--- src/rtl/spi1_controller.sv ---
// SPI1 bus initiator: turns a valid/ready byte stream into mode-0 SPI frames
// (CS low, SCK idle low, MSB first), captures the target's serial data and
// waits at byte boundaries while the target raises its stall line.
module spi1_controller #(
  parameter int unsigned DATA_WIDTH = 8,
  parameter int unsigned SCK_DIV    = 4,
  parameter int unsigned CS_SETUP   = 2,
  parameter int unsigned CS_HOLD    = 2
) (
  input  logic                  clock_i,
  input  logic                  reset_ni,
  input  logic [DATA_WIDTH-1:0] tx_data_i,
  input  logic                  tx_last_i,
  input  logic                  tx_valid_i,
  output logic                  tx_ready_o,
  output logic [DATA_WIDTH-1:0] rx_data_o,
  output logic                  rx_valid_o,
  output logic                  busy_o,
  output logic                  spi_cs_no,
  output logic                  spi_sck_o,
  output logic                  spi_sd_o,
  input  logic                  spi_sd_i,
  input  logic                  spi_stall_i
);

  localparam int unsigned PHASES  = 2 * DATA_WIDTH;
  localparam int unsigned PH_W    = $clog2(PHASES);
  localparam int unsigned MAX_SD  = (SCK_DIV > CS_SETUP) ? SCK_DIV : CS_SETUP;
  localparam int unsigned CNT_MAX = (MAX_SD > CS_HOLD) ? MAX_SD : CS_HOLD;
  localparam int unsigned CNT_W   = (CNT_MAX > 1) ? $clog2(CNT_MAX) : 1;

  typedef enum logic [2:0] {
    S_IDLE,
    S_SETUP,
    S_STALL,
    S_SHIFT,
    S_NEXT,
    S_HOLD
  } state_t;

  state_t                state;
  logic [CNT_W-1:0]      cnt;
  logic [PH_W-1:0]       phase;
  logic [DATA_WIDTH-1:0] tx_sr;
  logic [DATA_WIDTH-1:0] rx_sr;
  logic                  last_q;
  logic                  stall_meta;
  logic                  stall_sync;
  logic                  accept_c;

  // Byte handshake; ready is registered and depends on state only.
  assign accept_c = tx_valid_i && tx_ready_o;

  // Two-flop synchroniser for the asynchronous target stall line.
  always_ff @(posedge clock_i or negedge reset_ni) begin
    if (!reset_ni) begin
      stall_meta <= 1'b0;
      stall_sync <= 1'b0;
    end else begin
      stall_meta <= spi_stall_i;
      stall_sync <= stall_meta;
    end
  end

  // Frame sequencer with registered SPI and stream outputs.
  always_ff @(posedge clock_i or negedge reset_ni) begin
    if (!reset_ni) begin
      state      <= S_IDLE;
      cnt        <= '0;
      phase      <= '0;
      tx_sr      <= '0;
      rx_sr      <= '0;
      last_q     <= 1'b0;
      tx_ready_o <= 1'b1;
      rx_data_o  <= '0;
      rx_valid_o <= 1'b0;
      busy_o     <= 1'b0;
      spi_cs_no  <= 1'b1;
      spi_sck_o  <= 1'b0;
      spi_sd_o   <= 1'b0;
    end else begin
      rx_valid_o <= 1'b0;
      case (state)
        S_IDLE: begin
          if (accept_c) begin
            tx_sr      <= tx_data_i;
            last_q     <= tx_last_i;
            spi_sd_o   <= tx_data_i[DATA_WIDTH-1];
            spi_cs_no  <= 1'b0;
            tx_ready_o <= 1'b0;
            busy_o     <= 1'b1;
            cnt        <= '0;
            // The STALL cycle itself provides the final cycle of CS setup.
            state      <= (CS_SETUP > 1) ? S_SETUP : S_STALL;
          end
        end

        S_SETUP: begin
          if (cnt == CNT_W'(CS_SETUP - 2)) begin
            cnt   <= '0;
            state <= S_STALL;
          end else begin
            cnt <= cnt + 1'b1;
          end
        end

        S_STALL: begin
          if (!stall_sync) begin
            spi_sck_o <= 1'b1;
            cnt       <= '0;
            phase     <= '0;
            state     <= S_SHIFT;
          end
        end

        S_SHIFT: begin
          if (cnt == CNT_W'(SCK_DIV - 1)) begin
            cnt <= '0;
            if (!phase[0]) begin
              // End of high phase: capture target bit, then drop SCK and present next bit.
              rx_sr     <= {rx_sr[DATA_WIDTH-2:0], spi_sd_i};
              tx_sr     <= tx_sr << 1;
              spi_sd_o  <= tx_sr[DATA_WIDTH-2];
              spi_sck_o <= 1'b0;
              phase     <= phase + 1'b1;
            end else if (phase == PH_W'(PHASES - 1)) begin
              rx_data_o  <= rx_sr;
              rx_valid_o <= 1'b1;
              if (last_q) begin
                state <= S_HOLD;
              end else begin
                tx_ready_o <= 1'b1;
                state      <= S_NEXT;
              end
            end else begin
              spi_sck_o <= 1'b1;
              phase     <= phase + 1'b1;
            end
          end else begin
            cnt <= cnt + 1'b1;
          end
        end

        S_NEXT: begin
          if (accept_c) begin
            tx_sr      <= tx_data_i;
            last_q     <= tx_last_i;
            spi_sd_o   <= tx_data_i[DATA_WIDTH-1];
            tx_ready_o <= 1'b0;
            state      <= S_STALL;
          end
        end

        S_HOLD: begin
          if (cnt == CNT_W'(CS_HOLD - 1)) begin
            cnt        <= '0;
            spi_cs_no  <= 1'b1;
            tx_ready_o <= 1'b1;
            busy_o     <= 1'b0;
            state      <= S_IDLE;
          end else begin
            cnt <= cnt + 1'b1;
          end
        end

        default: begin
          state <= S_IDLE;
        end
      endcase
    end
  end

endmodule

--- config.mk ---
export PLATFORM = sky130hd
export DESIGN_NAME = spi1_controller
export DESIGN_NICKNAME = d
export VERILOG_FILES = /design/src/rtl/spi1_controller.sv
export SDC_FILE = /design/constraint.sdc
export NUM_CORES = 1
export LEC_CHECK = 0
export ABC_AREA = 1
export CORE_ASPECT_RATIO = 1.75
export CORE_MARGIN = 8
export CORE_UTILIZATION = 55
export CTS_BUF_LIST = sky130_fd_sc_hd__clkbuf_4
export DETAILED_ROUTE_END_ITERATION = 16
export PLACE_DENSITY = 0.9
export SLEW_MARGIN = 20
export SYNTH_ARGS = -nofsm -noshare
export SYNTH_HDL_FRONTEND = slang
export SYNTH_SLANG_ARGS = --single-unit
--- constraint.sdc ---
create_clock -name clock_i -period 2.2 [get_ports clock_i]
set_clock_uncertainty 0.1 [all_clocks]
set_input_delay 0.44 -clock clock_i [delete_from_list [all_inputs] [get_ports clock_i]]
set_output_delay 0.44 -clock clock_i [all_outputs]
set_load 0.01 [all_outputs]
==> run metrics <==
Pins Over Slew Limit 0; Synth Register Bits 41; drt first pass iters 4; Fin. Hold Viols 0; setup_tns 0 ns; Yosys cell types 24; worst min-delay path class input port to asynchronous set/reset pin; WL final 4200 µm; share of cells above drive strength 1 0.0886; Crit Path Class flip-flop to output port; detailed placement HPWL 3150 µm; GRT Total Usage 0.163; Crit-path slowest cell dfstp_2; fin util 0.662; r2r setup slk 0.34 ns; Slew @ Worst Pin 0.505 ns; dominant cell type by area after synthesis dfrtp_1; top-count cell post-synth nand2_1; core area 0.00359 mm²; Worst slew margin 0.663; top cells by area, synth dfrtp_1 (48%), nand2_1 (18%), nand3_1 (5.2%); Critical Path RT 1.66 ns; pin count of the biggest net entering global routing 42; total congestion overflow 0; async set-reset flop share out of synthesis 1.00; sequential share of the synthesized area 0.506; yosys warns 0; Synth Flop Type dfrtp_1; critical path arrival 1.43 ns; layout overhead on the synthesized area 17.1%; Max FO, Critical Path 3; r2r startpoint state[0]; die area 0.00597 mm²; Syn Area/Cell 8.47 µm²; RSZ-0062 raised after global routing false; TritonCTS clock tree built; vias in the first global route 1701; Worst setup EP type output port; status complete, no violations; Post-CTS Setup Inserts 0; DRT iter0 DRCs 46; # Max-Cap Violations 0; initial antenna violation count 1; Initial Utilization 0.566; first-pass GRT wire length 7330 µm; post-route ant nets 0; Syn Nets 259; # IOs 28; startpoint types flip-flop; Place WS 0.340 ns; vias 1658; clk sinks 41; number of synthesized flops with an enable pin 0; clk buf depth 2; endpoints failing setup 0; Power Density 493 mW/mm²; Die Ht 96.4 µm; Chip Width 61.9 µm; final worst setup slack 0.225 ns; Final Net Count 290; max incr delay on CP 0.56 ns; Synth Cell Area 0.00203 mm²; CP top delay family flip-flops; DR WL/cell 13.2 µm; total power 1.17 mW; Post-CTS Resized 0; num rows 29; drc violations 0; clock root cell clkbuf_4; H-tree levels 2; Min Hold Slack 0.0198 ns; Port Buffers 27; Placer Congestion 0.902; Pleak 1.30 nW; Buffers & Inverters on Critical Path 1; synthesized instance count 240; post-synth top area share 0.480; FMAX 506 MHz; Tmin final 1.97 ns; Clock Latency Late Sink 0.35 ns; maximum vdd drop 0.396 mV; Via-to-Cell Ratio 5.21; # hold bufs at CTS 0; Clock transition at path regs 0.12 ns; crit share post-route 0.898; leading cell types by count after synthesis nand2_1 (98), dfrtp_1 (39), nand3_1 (21); crit path cell chain clkdlybuf4s50_1; Inserted Clock Buffers 5; worst setup path start tx_ready_o
where the power goes:
part	internal [mW]	total (mW)	switching, mW	leakage [nW]
combinational	0.0226	0.0419	0.0194	0.732
clock	0.134	0.375	0.241	0.0317
sequential	0.755	0.756	0.000845	0.540
cell families (layout without fill, tap and decap cells):
group / Yosys count / after routing / share of synthesized area
AOI/OAI and AO/OA: 21 / 21 / 0.0591
adders and majority gates: 5 / 5 / 0.0308
buffers and inverters: 23 / 54 / 0.0591
DFF: 41 / 41 / 0.506
muxes: 7 / 7 / 0.0345
other: 0 / 1 / 0
and+or+nand+nor: 143 / 143 / 0.310
cell usage in the layout, fill, tap and decap left out, drive strengths merged:
master	count
nand3	23
dfstp	2
a21oi	2
o21bai	1
dfrtp	39
nor2	18
or2	1
nand2	100
o211ai	2
clkdlybuf4s50	26
clkbuf	6
nand4	1
buf	4
mux2i	7
o21ai	16
diode	1
clkinv	1
ha	5
inv	17
routing by layer:
metal	track usage	vias up	share of wire
met2	0.284	36	0.56
met4	0.0937	0	0.022
li1	-	823	-
met5	0	-	0
met1	0.166	792	0.38
met3	0.0438	7	0.044
flip-flops by register name, summed over array words and instances, names as in the netlist:
name	flops
tx_sr	7
last_q	1
rx_data_o	8
rx_sr	8
phase	4
busy_o	1
spi_cs_no	1
cnt	2
spi_sd_o	1
rx_valid_o	1
tx_ready_o	1
state	3
stall_meta	1
stall_sync	1
spi_sck_o	1
through the flow:
stage / cells / instance area (µm²)
2_1_floorplan: 240 / 2030
3_3_place_gp: 310 / 2320
3_5_place_dp: 310 / 2320
4_1_cts: 317 / 2380
5_1_grt: 318 / 2380
6_report: 318 / 2380
path summary, 6_finish.rpt:
kind                               to  depth (start not counted)
setup / recovery           tx_ready_o                          1
hold / removal               phase[1]                          2
setup reg to reg             state[0]                          8
hold reg to reg            stall_sync                          0
max in group asynchronous   spi_cs_no                          2
min in group clock_i       stall_sync                          0
cell type report:
cell class / instances / area [µm²]
Sequential cell: 41 / 1030
Tap cell: 46 / 57.6
Multi-Input combinational cell: 176 / 883
Inverter: 17 / 66.3
Timing Repair Buffer: 30 / 288
Antenna cell: 1 / 2.50
Fill cell: 304 / 1210
Clock buffer: 6 / 45.0
Clock inverter: 1 / 8.76
Power figures use the tool's default switching activity.
